[src/rtl/upacc_sequencer_pkg.sv]
// upacc_sequencer_pkg
//   Shared definitions for the CPU access sequencer: FSM state encoding and
//   the default timeout budget (cycles waited for a bank's uprdy).
package upacc_sequencer_pkg;

  typedef enum logic [1:0] {
    ST_IDLE  = 2'd0,
    ST_ISSUE = 2'd1,
    ST_WAIT  = 2'd2,
    ST_DONE  = 2'd3
  } upacc_state_t;

  localparam int UPACC_TOUT_DEFAULT = 200;

endpackage

[src/rtl/upacc_sequencer_if.sv]
// upacc_sequencer_if
//   Bundles the processor request/ack handshake and the shared bank-side CPU
//   port of the memory wrappers.
//   slave  : the sequencer (consumes cpu_req/fields, drives ack and bank port)
//   master : the processor + bank models (drive requests, uprdy, updo_bus)
//   Signals: cpu_req/rnw/addr/wdat -> request; cpu_ack/rdat/err <- response;
//            upen/upa/upws/uprs/updi -> banks; updo_bus/uprdy <- banks.
interface upacc_sequencer_if #(
  parameter int NBANK   = 4,
  parameter int BANKBIT = 2,
  parameter int ADDRBIT = 5,
  parameter int WIDTH   = 32
);
  logic                       cpu_req;
  logic                       cpu_rnw;
  logic [BANKBIT+ADDRBIT-1:0] cpu_addr;
  logic [WIDTH-1:0]           cpu_wdat;
  logic                       cpu_ack;
  logic [WIDTH-1:0]           cpu_rdat;
  logic                       cpu_err;
  logic [NBANK-1:0]           upen;
  logic [ADDRBIT-1:0]         upa;
  logic                       upws;
  logic                       uprs;
  logic [WIDTH-1:0]           updi;
  logic [NBANK*WIDTH-1:0]     updo_bus;
  logic [NBANK-1:0]           uprdy;

  modport slave (
    input  cpu_req, cpu_rnw, cpu_addr, cpu_wdat, updo_bus, uprdy,
    output cpu_ack, cpu_rdat, cpu_err, upen, upa, upws, uprs, updi
  );

  modport master (
    output cpu_req, cpu_rnw, cpu_addr, cpu_wdat, updo_bus, uprdy,
    input  cpu_ack, cpu_rdat, cpu_err, upen, upa, upws, uprs, updi
  );
endinterface

[src/rtl/upacc_bankmux.sv]
// upacc_bankmux
//   Combinational selector of one bank's ready and read data by bank index.
//   An index >= NBANK selects nothing (rdy=0, rdat=0).
//   Ports: bank (index), uprdy (per-bank ready), updo_bus (packed per-bank
//          data, bank k at [k*WIDTH +: WIDTH]), rdy / rdat (selected).
module upacc_bankmux #(
  parameter int NBANK   = 4,
  parameter int BANKBIT = 2,
  parameter int WIDTH   = 32
) (
  input  logic [BANKBIT-1:0]     bank,
  input  logic [NBANK-1:0]       uprdy,
  input  logic [NBANK*WIDTH-1:0] updo_bus,
  output logic                   rdy,
  output logic [WIDTH-1:0]       rdat
);

  always_comb begin
    rdy  = 1'b0;
    rdat = '0;
    for (int k = 0; k < NBANK; k++) begin
      if (bank == BANKBIT'(k)) begin
        rdy  = uprdy[k];
        rdat = updo_bus[k*WIDTH +: WIDTH];
      end
    end
  end

endmodule

[src/rtl/upacc_sequencer.sv]
// upacc_sequencer
//   Serialises one processor read/write at a time onto the CPU port of the
//   addressed memory bank, waits for that bank's uprdy (bounded by TOUT
//   cycles) and returns a one-cycle cpu_ack with rdat/err.
//   Ports: clk, rstn (async active-low), bus (upacc_sequencer_if.slave).
//   All outputs are registered; each register is loaded with the value that
//   belongs to the state being entered.
//
//   state | meaning
//   IDLE  | wait for cpu_req, latch request, decode bank
//   ISSUE | one-cycle read/write strobe to the selected bank
//   WAIT  | hold upen, wait for uprdy[bank] or timeout
//   DONE  | upen dropped, cpu_ack pulse with rdat/err
module upacc_sequencer
  import upacc_sequencer_pkg::*;
#(
  parameter int NBANK   = 4,
  parameter int BANKBIT = 2,
  parameter int ADDRBIT = 5,
  parameter int WIDTH   = 32,
  parameter int TOUTBIT = 8,
  parameter int TOUT    = UPACC_TOUT_DEFAULT
) (
  input  logic              clk,
  input  logic              rstn,
  upacc_sequencer_if.slave  bus
);

  localparam int AW = BANKBIT + ADDRBIT;

  upacc_state_t state_q, state_d;

  logic               rnw_q;
  logic [BANKBIT-1:0] bank_q;
  logic               lat_ld;
  logic [TOUTBIT-1:0] cnt_q, cnt_d;

  logic               ack_q, ack_d;
  logic               err_q, err_d;
  logic [WIDTH-1:0]   rdat_q, rdat_d;
  logic [NBANK-1:0]   upen_q, upen_d;
  logic               upws_q, upws_d;
  logic               uprs_q, uprs_d;
  logic [ADDRBIT-1:0] upa_q, upa_d;
  logic [WIDTH-1:0]   updi_q, updi_d;

  logic               rdy_sel;
  logic [WIDTH-1:0]   dat_sel;
  logic [BANKBIT-1:0] req_bank;

  assign req_bank = bus.cpu_addr[AW-1 -: BANKBIT];

  upacc_bankmux #(
    .NBANK   (NBANK),
    .BANKBIT (BANKBIT),
    .WIDTH   (WIDTH)
  ) u_bankmux (
    .bank     (bank_q),
    .uprdy    (bus.uprdy),
    .updo_bus (bus.updo_bus),
    .rdy      (rdy_sel),
    .rdat     (dat_sel)
  );

  always_ff @(posedge clk or negedge rstn) begin
    if (!rstn) begin
      state_q <= ST_IDLE;
      rnw_q   <= 1'b0;
      bank_q  <= '0;
      cnt_q   <= '0;
      ack_q   <= 1'b0;
      err_q   <= 1'b0;
      rdat_q  <= '0;
      upen_q  <= '0;
      upws_q  <= 1'b0;
      uprs_q  <= 1'b0;
      upa_q   <= '0;
      updi_q  <= '0;
    end else begin
      state_q <= state_d;
      cnt_q   <= cnt_d;
      ack_q   <= ack_d;
      err_q   <= err_d;
      rdat_q  <= rdat_d;
      upen_q  <= upen_d;
      upws_q  <= upws_d;
      uprs_q  <= uprs_d;
      upa_q   <= upa_d;
      updi_q  <= updi_d;
      if (lat_ld) begin
        rnw_q  <= bus.cpu_rnw;
        bank_q <= req_bank;
      end
    end
  end

  always_comb begin
    state_d = state_q;
    cnt_d   = cnt_q;
    lat_ld  = 1'b0;
    ack_d   = 1'b0;
    err_d   = 1'b0;
    rdat_d  = '0;
    upen_d  = upen_q;
    upws_d  = 1'b0;
    uprs_d  = 1'b0;
    upa_d   = upa_q;
    updi_d  = updi_q;
    case (state_q)
      ST_IDLE: begin
        upen_d = '0;
        upa_d  = '0;
        updi_d = '0;
        if (bus.cpu_req) begin
          lat_ld = 1'b1;
          if (int'(req_bank) >= NBANK) begin
            // Unpopulated bank: answer with an error without touching any bank.
            err_d   = 1'b1;
            ack_d   = 1'b1;
            state_d = ST_DONE;
          end else begin
            upen_d  = NBANK'(1) << req_bank;
            upa_d   = bus.cpu_addr[ADDRBIT-1:0];
            updi_d  = bus.cpu_wdat;
            upws_d  = !bus.cpu_rnw;
            uprs_d  = bus.cpu_rnw;
            state_d = ST_ISSUE;
          end
        end
      end
      ST_ISSUE: begin
        cnt_d   = '0;
        state_d = ST_WAIT;
      end
      ST_WAIT: begin
        // Ready is checked before the timeout so a coincident uprdy wins.
        if (rdy_sel || cnt_q == TOUTBIT'(TOUT - 1)) begin
          ack_d   = 1'b1;
          err_d   = !rdy_sel;
          rdat_d  = (rdy_sel && rnw_q) ? dat_sel : '0;
          upen_d  = '0;
          upa_d   = '0;
          updi_d  = '0;
          state_d = ST_DONE;
        end else begin
          cnt_d = cnt_q + TOUTBIT'(1);
        end
      end
      ST_DONE: begin
        upen_d  = '0;
        upa_d   = '0;
        updi_d  = '0;
        state_d = ST_IDLE;
      end
      default: state_d = ST_IDLE;
    endcase
  end

  assign bus.cpu_ack  = ack_q;
  assign bus.cpu_err  = err_q;
  assign bus.cpu_rdat = rdat_q;
  assign bus.upen     = upen_q;
  assign bus.upws     = upws_q;
  assign bus.uprs     = uprs_q;
  assign bus.upa      = upa_q;
  assign bus.updi     = updi_q;

endmodule

[src/flat_wrapper.sv]
// flat-port wrapper written by rule: the top's interface ports become plain ports
module upacc_sequencer_flat import upacc_sequencer_pkg::*;
#(
  parameter int NBANK   = 4,
  parameter int BANKBIT = 2,
  parameter int ADDRBIT = 5,
  parameter int WIDTH   = 32,
  parameter int TOUTBIT = 8,
  parameter int TOUT    = UPACC_TOUT_DEFAULT
)
  (clk, rstn, bus_cpu_req, bus_cpu_rnw, bus_cpu_addr, bus_cpu_wdat, bus_updo_bus, bus_uprdy, bus_cpu_ack, bus_cpu_rdat, bus_cpu_err, bus_upen, bus_upa, bus_upws, bus_uprs, bus_updi);
  upacc_sequencer_if #(.NBANK(NBANK), .BANKBIT(BANKBIT), .ADDRBIT(ADDRBIT), .WIDTH(WIDTH)) bus_i ();
  input  logic clk;
  input  logic rstn;
  input wire logic [$bits(bus_i.cpu_req)-1:0] bus_cpu_req;
  input wire logic [$bits(bus_i.cpu_rnw)-1:0] bus_cpu_rnw;
  input wire logic [$bits(bus_i.cpu_addr)-1:0] bus_cpu_addr;
  input wire logic [$bits(bus_i.cpu_wdat)-1:0] bus_cpu_wdat;
  input wire logic [$bits(bus_i.updo_bus)-1:0] bus_updo_bus;
  input wire logic [$bits(bus_i.uprdy)-1:0] bus_uprdy;
  output wire logic [$bits(bus_i.cpu_ack)-1:0] bus_cpu_ack;
  output wire logic [$bits(bus_i.cpu_rdat)-1:0] bus_cpu_rdat;
  output wire logic [$bits(bus_i.cpu_err)-1:0] bus_cpu_err;
  output wire logic [$bits(bus_i.upen)-1:0] bus_upen;
  output wire logic [$bits(bus_i.upa)-1:0] bus_upa;
  output wire logic [$bits(bus_i.upws)-1:0] bus_upws;
  output wire logic [$bits(bus_i.uprs)-1:0] bus_uprs;
  output wire logic [$bits(bus_i.updi)-1:0] bus_updi;
  assign bus_i.cpu_req = bus_cpu_req;
  assign bus_i.cpu_rnw = bus_cpu_rnw;
  assign bus_i.cpu_addr = bus_cpu_addr;
  assign bus_i.cpu_wdat = bus_cpu_wdat;
  assign bus_i.updo_bus = bus_updo_bus;
  assign bus_i.uprdy = bus_uprdy;
  assign bus_cpu_ack = bus_i.cpu_ack;
  assign bus_cpu_rdat = bus_i.cpu_rdat;
  assign bus_cpu_err = bus_i.cpu_err;
  assign bus_upen = bus_i.upen;
  assign bus_upa = bus_i.upa;
  assign bus_upws = bus_i.upws;
  assign bus_uprs = bus_i.uprs;
  assign bus_updi = bus_i.updi;
  upacc_sequencer #(.NBANK(NBANK), .BANKBIT(BANKBIT), .ADDRBIT(ADDRBIT), .WIDTH(WIDTH), .TOUTBIT(TOUTBIT), .TOUT(TOUT)) u_core (.clk(clk), .rstn(rstn), .bus(bus_i));
endmodule
[config.mk]
export PLATFORM = sky130hd
export DESIGN_NAME = upacc_sequencer_flat
export DESIGN_NICKNAME = d
export VERILOG_FILES = /design/src/rtl/upacc_sequencer_pkg.sv /design/src/rtl/upacc_sequencer_if.sv /design/src/rtl/upacc_bankmux.sv /design/src/rtl/upacc_sequencer.sv /design/src/flat_wrapper.sv
export SDC_FILE = /design/constraint.sdc
export NUM_CORES = 1
export LEC_CHECK = 0
export ABC_CLOCK_PERIOD_IN_PS = 2900
export BUFFER_PORTS_ARGS = -buffer_cell sky130_fd_sc_hd__buf_2
export CAP_MARGIN = 10
export CORE_UTILIZATION = 30
export CTS_BUF_LIST = sky130_fd_sc_hd__clkbuf_4 sky130_fd_sc_hd__clkbuf_8 sky130_fd_sc_hd__clkbuf_16
export DETAILED_ROUTE_END_ITERATION = 7
export SYNTH_ARGS = -nofsm -noshare
export SYNTH_HDL_FRONTEND = slang
export SYNTH_SLANG_ARGS = --single-unit
[constraint.sdc]
create_clock -name clk -period 2.9 [get_ports clk]
set_input_delay 0.435 -clock clk [delete_from_list [all_inputs] [get_ports clk]]
set_output_delay 0.435 -clock clk [all_outputs]
set_load 0.05 [all_outputs]
==> results of run 1 <==
## area by class of cell
type / count / area [µm²]
clock buffer: 10 / 233
clock inverter: 6 / 65.1
fill: 1258 / 7430
inverter: 3 / 11.3
multi-input combinational: 167 / 1750
sequential: 90 / 2250
tap: 176 / 220
timing repair buffer: 258 / 1320
## power by group
part | internal, mW | switching (mW)
clock | 0.680 | 0.479
sequential | 1.63 | 0.215
combinational | 1.12 | 2.10
## state kept, by name, summed over array words and instances, names as in the netlist
signal and cells:
u_core.bus.upws 1, u_core.bus.cpu_rdat 32, u_core.cnt_q 8, u_core.rnw_q 1, u_core.bus.uprs 1, u_core.bus.upen 4, u_core.bank_q 2, u_core.state_q 2
u_core.bus.cpu_ack 1, u_core.bus.updi 32, u_core.bus.upa 5, u_core.bus.cpu_err 1
## routing by layer
metal / GRT usage [%] / vias to the layer above / routed length (µm) / share of wire, %
li1: - / 1569 / - / -
met1: 20.7 / 1672 / 4830 / 43
met2: 27.5 / 166 / 5520 / 49
met3: 4.02 / 8 / 843 / 7.4
met4: 5.06 / 0 / 122 / 1.1
met5: 0 / - / 0 / 0
## critical path, stage by stage (launching register included)
cell	delay [ps]
dfrtp_1	420
inv_1	100
ha_1	300
nand2b_1	130
o22ai_1	300
a21o_1	160
buf_4	370
a22o_1	210
## Yosys cell counts (4+ instances only)
| cell type | n | area, µm² |
|---|---|---|
| dfrtp_1 | 90 | 2250 |
| a22o_1 | 37 | 324 |
| mux4_2 | 32 | 721 |
| nor2b_1 | 18 | 113 |
| and2b_1 | 15 | 113 |
| nand2_1 | 12 | 45.0 |
| clkbuf_1 | 11 | 41.3 |
| buf_2 | 7 | 35.0 |
| ha_1 | 5 | 62.6 |
| mux2_2 | 4 | 45.0 |
| mux2i_1 | 4 | 40.0 |
| nand3_1 | 4 | 20.0 |
| nor2_1 | 4 | 15.0 |
## metrics by stage
step,setup slack (ps),hold slack (ps),instances,util [%]
2_1_floorplan,1080,139,281,-
3_3_place_gp,1000,470,694,41.8
3_5_place_dp,879,476,694,41.8
4_1_cts,852,181,710,44.1
5_1_grt,704,209,710,44.1
6_report,827,146,710,44.1
## worst max-delay path by stage
stage                               end
finish              u_core.bus.updi[21]
global route        u_core.bus.updi[24]
CTS                  u_core.bus.updi[5]
detailed placement   u_core.bus.updi[5]
global placement    u_core.bus.updi[26]
floorplan            u_core.bus.upen[0]
## kinds of logic (layout without fill, tap and decap cells)
logic type	Yosys count	after routing	synth area share, %
buf+inv	24	277	2.77
simple gates	65	65	9.52
mux	41	41	20.0
fa+ha+maj	5	5	1.52
compound gates	56	56	11.5
flops	90	90	54.7
==> impl_results.md, run 1 <==
- Max-slew headroom: 52.5%
- Total grt overflow: 0
- Final Cell Area: 5860 µm²
- Core region area: 13300 µm²
- CP Max Fanout: 41
- Largest net degree at the start of global routing: 55
- # rows: 42
- Endpoints failing setup: 0
- CTS tree: yes
- Reg2reg start: u_core.state_q[0]
- Average vias per placed instance: 4.81
- Setup Fix Bufs, Post-CTS: 0
- Post-layout nets: 709
- CP required: 3170 ps
- Worst r2r path cells: 7
- Slew of the pin with the lowest slew margin: 712 ps
- Post-Syn Area: 4110 µm²
- CTS resizes: 0
- EDFF count, synth: 0
- Number of synthesized register bits: 90
- Worst Setup Path Type: register to register
- Predominant post-synthesis flop cell: dfrtp_1
- Netlist cell types: 36
- VDD IR max: 345 µV
- I/O pin cnt: 252
- Placed Instance Area: 5560 µm²
- Hold WC Path Type: input port to asynchronous set/reset pin
- Sum Neg Setup Slack: 0 ps
- Syn Area/Cell: 14.6 µm²
- Max cap viols: 0
- 1st-iter DRT viols: 128
- Commonest non-fill, non-tap cell in the layout: buf_2
- WL final: 11300 µm
- Peak Freq: 0.482 GHz
- Initial antenna violation count: 0
- Max clock buf depth: 2
- Horiz. Die Dim: 119 µm
- GR Util All Layers: 16.4%
- Worst setup path start: u_core.state_q[0]
- Yosys warns: 0
- Syn Nets: 461
- Slew Limit Fails: 0
- Most frequent cells in the layout: buf_2 (250), dfrtp_1 (89), a22o_1 (37)
- Final ANT Viol Nets: 0
- First-pass GRT wire length: 18100 µm
- Share of cells above drive strength 1: 58.8%
- Clock latency on the worst-skew pair: 330 ps
- Crit path capture type: register
- Final hold vios: 0
- CTS HTree Levels: 3
- Final period utilization: 71.5%
- IO buf count: 251
- Hold_buf cts: 0
- Power Dens Cells: 1060 nW/µm²
- Initial DRT Pass Iterations: 4
- Num CTS Buffers: 9
- Die H: 119 µm
- Mapped Cells: 281
- DRC viols: 0
- Final antenna diode count: 0
- Area Overhead vs Synth: 42.5%
- Pleak: 3.14 nW
- Clock Skews: 6.26 ps
- RSZ-0062 raised after global routing: no
- Power, Total: 6.23 mW
- Detail Placement HPWL: 8810 µm
- Clock-pin slew on the worst setup and hold paths: 70 ps
- Gpl congestion: 0.791
- Root buf cell: clkbuf_16
- Starting density of the core: 30.9%
- Register area share after synthesis: 54.7%
- R2r endpoint: u_core.bus.updi[21]
- Outcome: finished, final reports clean
- Vias in the first global route: 3593
- Final Critical Period: 2070 ps
- Die ar.: 14200 µm²
- Drt wl/cell: 15.9 µm
- Clock tree sinks: 90
- Crit path DAT: 2340 ps
- R2r setup slk: 830 ps
- Ys async rst share: 100%
- DR vias: 3415
- Startpoint Class: register
(Power assumes the default switching activity.)
==> run 2: changes to the inputs <==
ABC_CLOCK_PERIOD_IN_PS = 2000   (was 2900)
clock period = 2 ns   (was 2.9 ns; I/O delays follow)
==> run 2 against run 1 <==
Sequential cell count stayed put; register-to-register slack worse by 690 ps; first-iteration DRC count is 3.9% lower; via count is 0.44% higher; largest cell class unchanged.
==> impl_results.md, run 2 (synthesis results as in run 1) <==
- Outcome: finished, final reports clean
- Root buf cell: clkbuf_16
- Max-slew headroom: 71.3% (+19 points)
- VDD IR max: 640 µV (+86%)
- DP Cell Count: 697 (+0.43%)
- Net Sw Frac: 44.8% (about the same)
- CTS tree: yes
- Final Critical Period: 1870 ps (-207 ps)
- Slew Limit Fails: 0 (unchanged)
- 1st-iter DRT viols: 123 (-3.9%)
- Logic pwr share: 52.8% (+1.1 points)
- Hold WC Path Type: input port to register
- Total grt overflow: 0 (unchanged)
- Placed Instance Area: 5620 µm² (+1.1%)
- WL final: 11500 µm (+1.9%)
- Largest net degree at the start of global routing: 42 (-24%)
- CP Cell Sequence: inv_1 > ha_2 > nand2_1 > o22a_1 > or3_1 > mux2i_1
- Top delay family on crit path: simple AND/OR/NAND/NOR gates
- Slew of the pin with the lowest slew margin: 431 ps (-281 ps)
- Pleak: 3.17 nW (+0.85%)
- Power Dens Cells: 1530 nW/µm² (+44%)
- Crit-path max cell delay: 430 ps (about the same)
- Met2 Resource Use GR: 27.4% (-0.11 points)
- Initial antenna violation count: 0 (unchanged)
- Clock Skews: 8.03 ps (+1.78 ps)
- M3 GR Usage: 4.12% (+0.096 points)
- Met1 Use GR: 20.7% (+0.029 points)
- Share of cells above drive strength 1: 59.1% (+0.31 points)
- Clock-pin slew on the worst setup and hold paths: 60 ps (about the same)
- WP buf/inv: 1 (-1)
- Average vias per placed instance: 4.80 (-0.12%)
- Final ANT Viol Nets: 0 (unchanged)
- Sequential power share: 29.5% (-0.2 points)
- Die H: 119 µm (unchanged)
- Gr busiest metal: met2
- Sum Neg Setup Slack: 0 ps (unchanged)
- Most frequent cells in the layout: buf_2 (250), dfrtp_1 (89), a22o_1 (37)
- Gpl congestion: 0.789 (-0.20%)
- Final antenna diode count: 0 (unchanged)
- I/O pin cnt: 252 (unchanged)
- Drt wl/cell: 16.2 µm (+1.3%)
- Crit path DAT: 2090 ps (-250 ps)
- First-pass GRT wire length: 18100 µm (-0.50%)
- DRC viols: 0 (unchanged)
- # rows: 42 (unchanged)
- Worst Setup Path Type: register to register
- Internal power: 5.01 mW (+46%)
- CP Max Fanout: 10 (-76%)
- Vias in the first global route: 3538 (-1.5%)
- Starting density of the core: 30.9% (unchanged)
- Final hold vios: 0 (unchanged)
- Post-Layout Cell Count: 714 (+0.56%)
- Crit path capture type: register
- Horiz. Die Dim: 119 µm (unchanged)
- Peak Freq: 0.536 GHz (+11%)
- Max cap viols: 0 (unchanged)
- DR vias: 3430 (+0.44%)
- Startpoint Class: register
- Commonest non-fill, non-tap cell in the layout: buf_2
- Clock network power share: 17.7% (-0.9 points)
- Clock tree sinks: 90 (unchanged)
- Final period utilization: 93.3% (+22 points)
- Die ar.: 14200 µm² (unchanged)
- Area Overhead vs Synth: 43.9%
- IO buf count: 251 (unchanged)
- Max clock buf depth: 2 (unchanged)
- CP required: 2220 ps (-950 ps)
- Final Cell Area: 5920 µm² (+1.0%)
- Detail Placement HPWL: 9100 µm (+3.3%)
- RSZ-0062 raised after global routing: no
- Core region area: 13300 µm² (unchanged)
- GR Util All Layers: 16.7% (+0.33 points)
- Slowest CP cell: or3_1
- P_sw: 4.07 mW (+46%)
- Power, Total: 9.08 mW (+46%)
- Post-layout nets: 713 (+0.56%)
- Initial DRT Pass Iterations: 4 (unchanged)
- CTS HTree Levels: 3 (unchanged)
- Clock latency on the worst-skew pair: 340 ps (about the same)
- Num CTS Buffers: 9 (unchanged)
- Endpoints failing setup: 0 (unchanged)
[run 2: cell types whose count changed in the layout (fill, tap and decap cells not counted)]
cell	before	now
buf_12	1	4
bufinv_16	1	0
clkbuf_8	0	2
clkinv_4	0	1
dlygate4sd3_1	0	1
ha_1	5	4
ha_2	0	1
inv_6	2	0
o311ai_0	2	1
o311ai_1	0	1
[run 2: metal layers]
metal | up-vias | wire length (µm)
met5 | - | 0
met2 | 191 | 5670
met4 | 0 | 219
li1 | 1572 | -
met1 | 1656 | 4680
met3 | 11 | 966
[run 2: path summary, 6_finish.rpt]
path                                    start  cells past startpoint                      end  slack (ps)
min in group asynchronous                rstn                      2      u_core.bus.updi[24]         450
setup reg to reg            u_core.state_q[0]                      6          u_core.cnt_q[3]         130
setup / recovery            u_core.state_q[0]                      6          u_core.cnt_q[3]         130
hold / removal                    bus_cpu_rnw                      2          u_core.bus.upws         130
max in group asynchronous                rstn                      3  u_core.bus.cpu_rdat[12]         880
hold reg to reg            u_core.bus.upen[2]                      1       u_core.bus.upen[2]         490
[run 2: repair_timing]
item                                    CTS  global route
hold buffers                              1             0
setup buffers                             0             0
endpoints found under the setup margin    1            45
resized for setup                         1             1
hold endpoints to repair                 32             0
[run 2: stage by stage]
step,hold WS (ps),utilization (%),setup WS (ps)
after floorplan,4.41,-,182
after global placement,269,42.3,181
after detailed placement,274,42.3,5.34
after CTS,113,44.5,70.9
after global routing,121,44.5,19.0
final,132,44.5,133
[run 2: area by class of cell]
| cell class | count | area (µm²) |
|---|---|---|
| tap | 176 | 220 |
| clock inverter | 4 | 26.3 |
| fill | 1270 | 7370 |
| timing repair buffer | 262 | 1390 |
| clock buffer | 12 | 260 |
| sequential | 90 | 2250 |
| inverter | 3 | 11.3 |
| multi-input combinational | 167 | 1760 |
[run 2: power groups by stage]
stage	clock network, mW	registers, mW	logic [mW]
5_1_grt	1.76	2.74	5.08
6_report	1.61	2.68	4.80
4_1_cts	1.67	2.69	4.83
2_1_floorplan	0	4.33	1.99
3_3_place_gp	0	2.71	4.75
3_5_place_dp	0	2.71	4.82
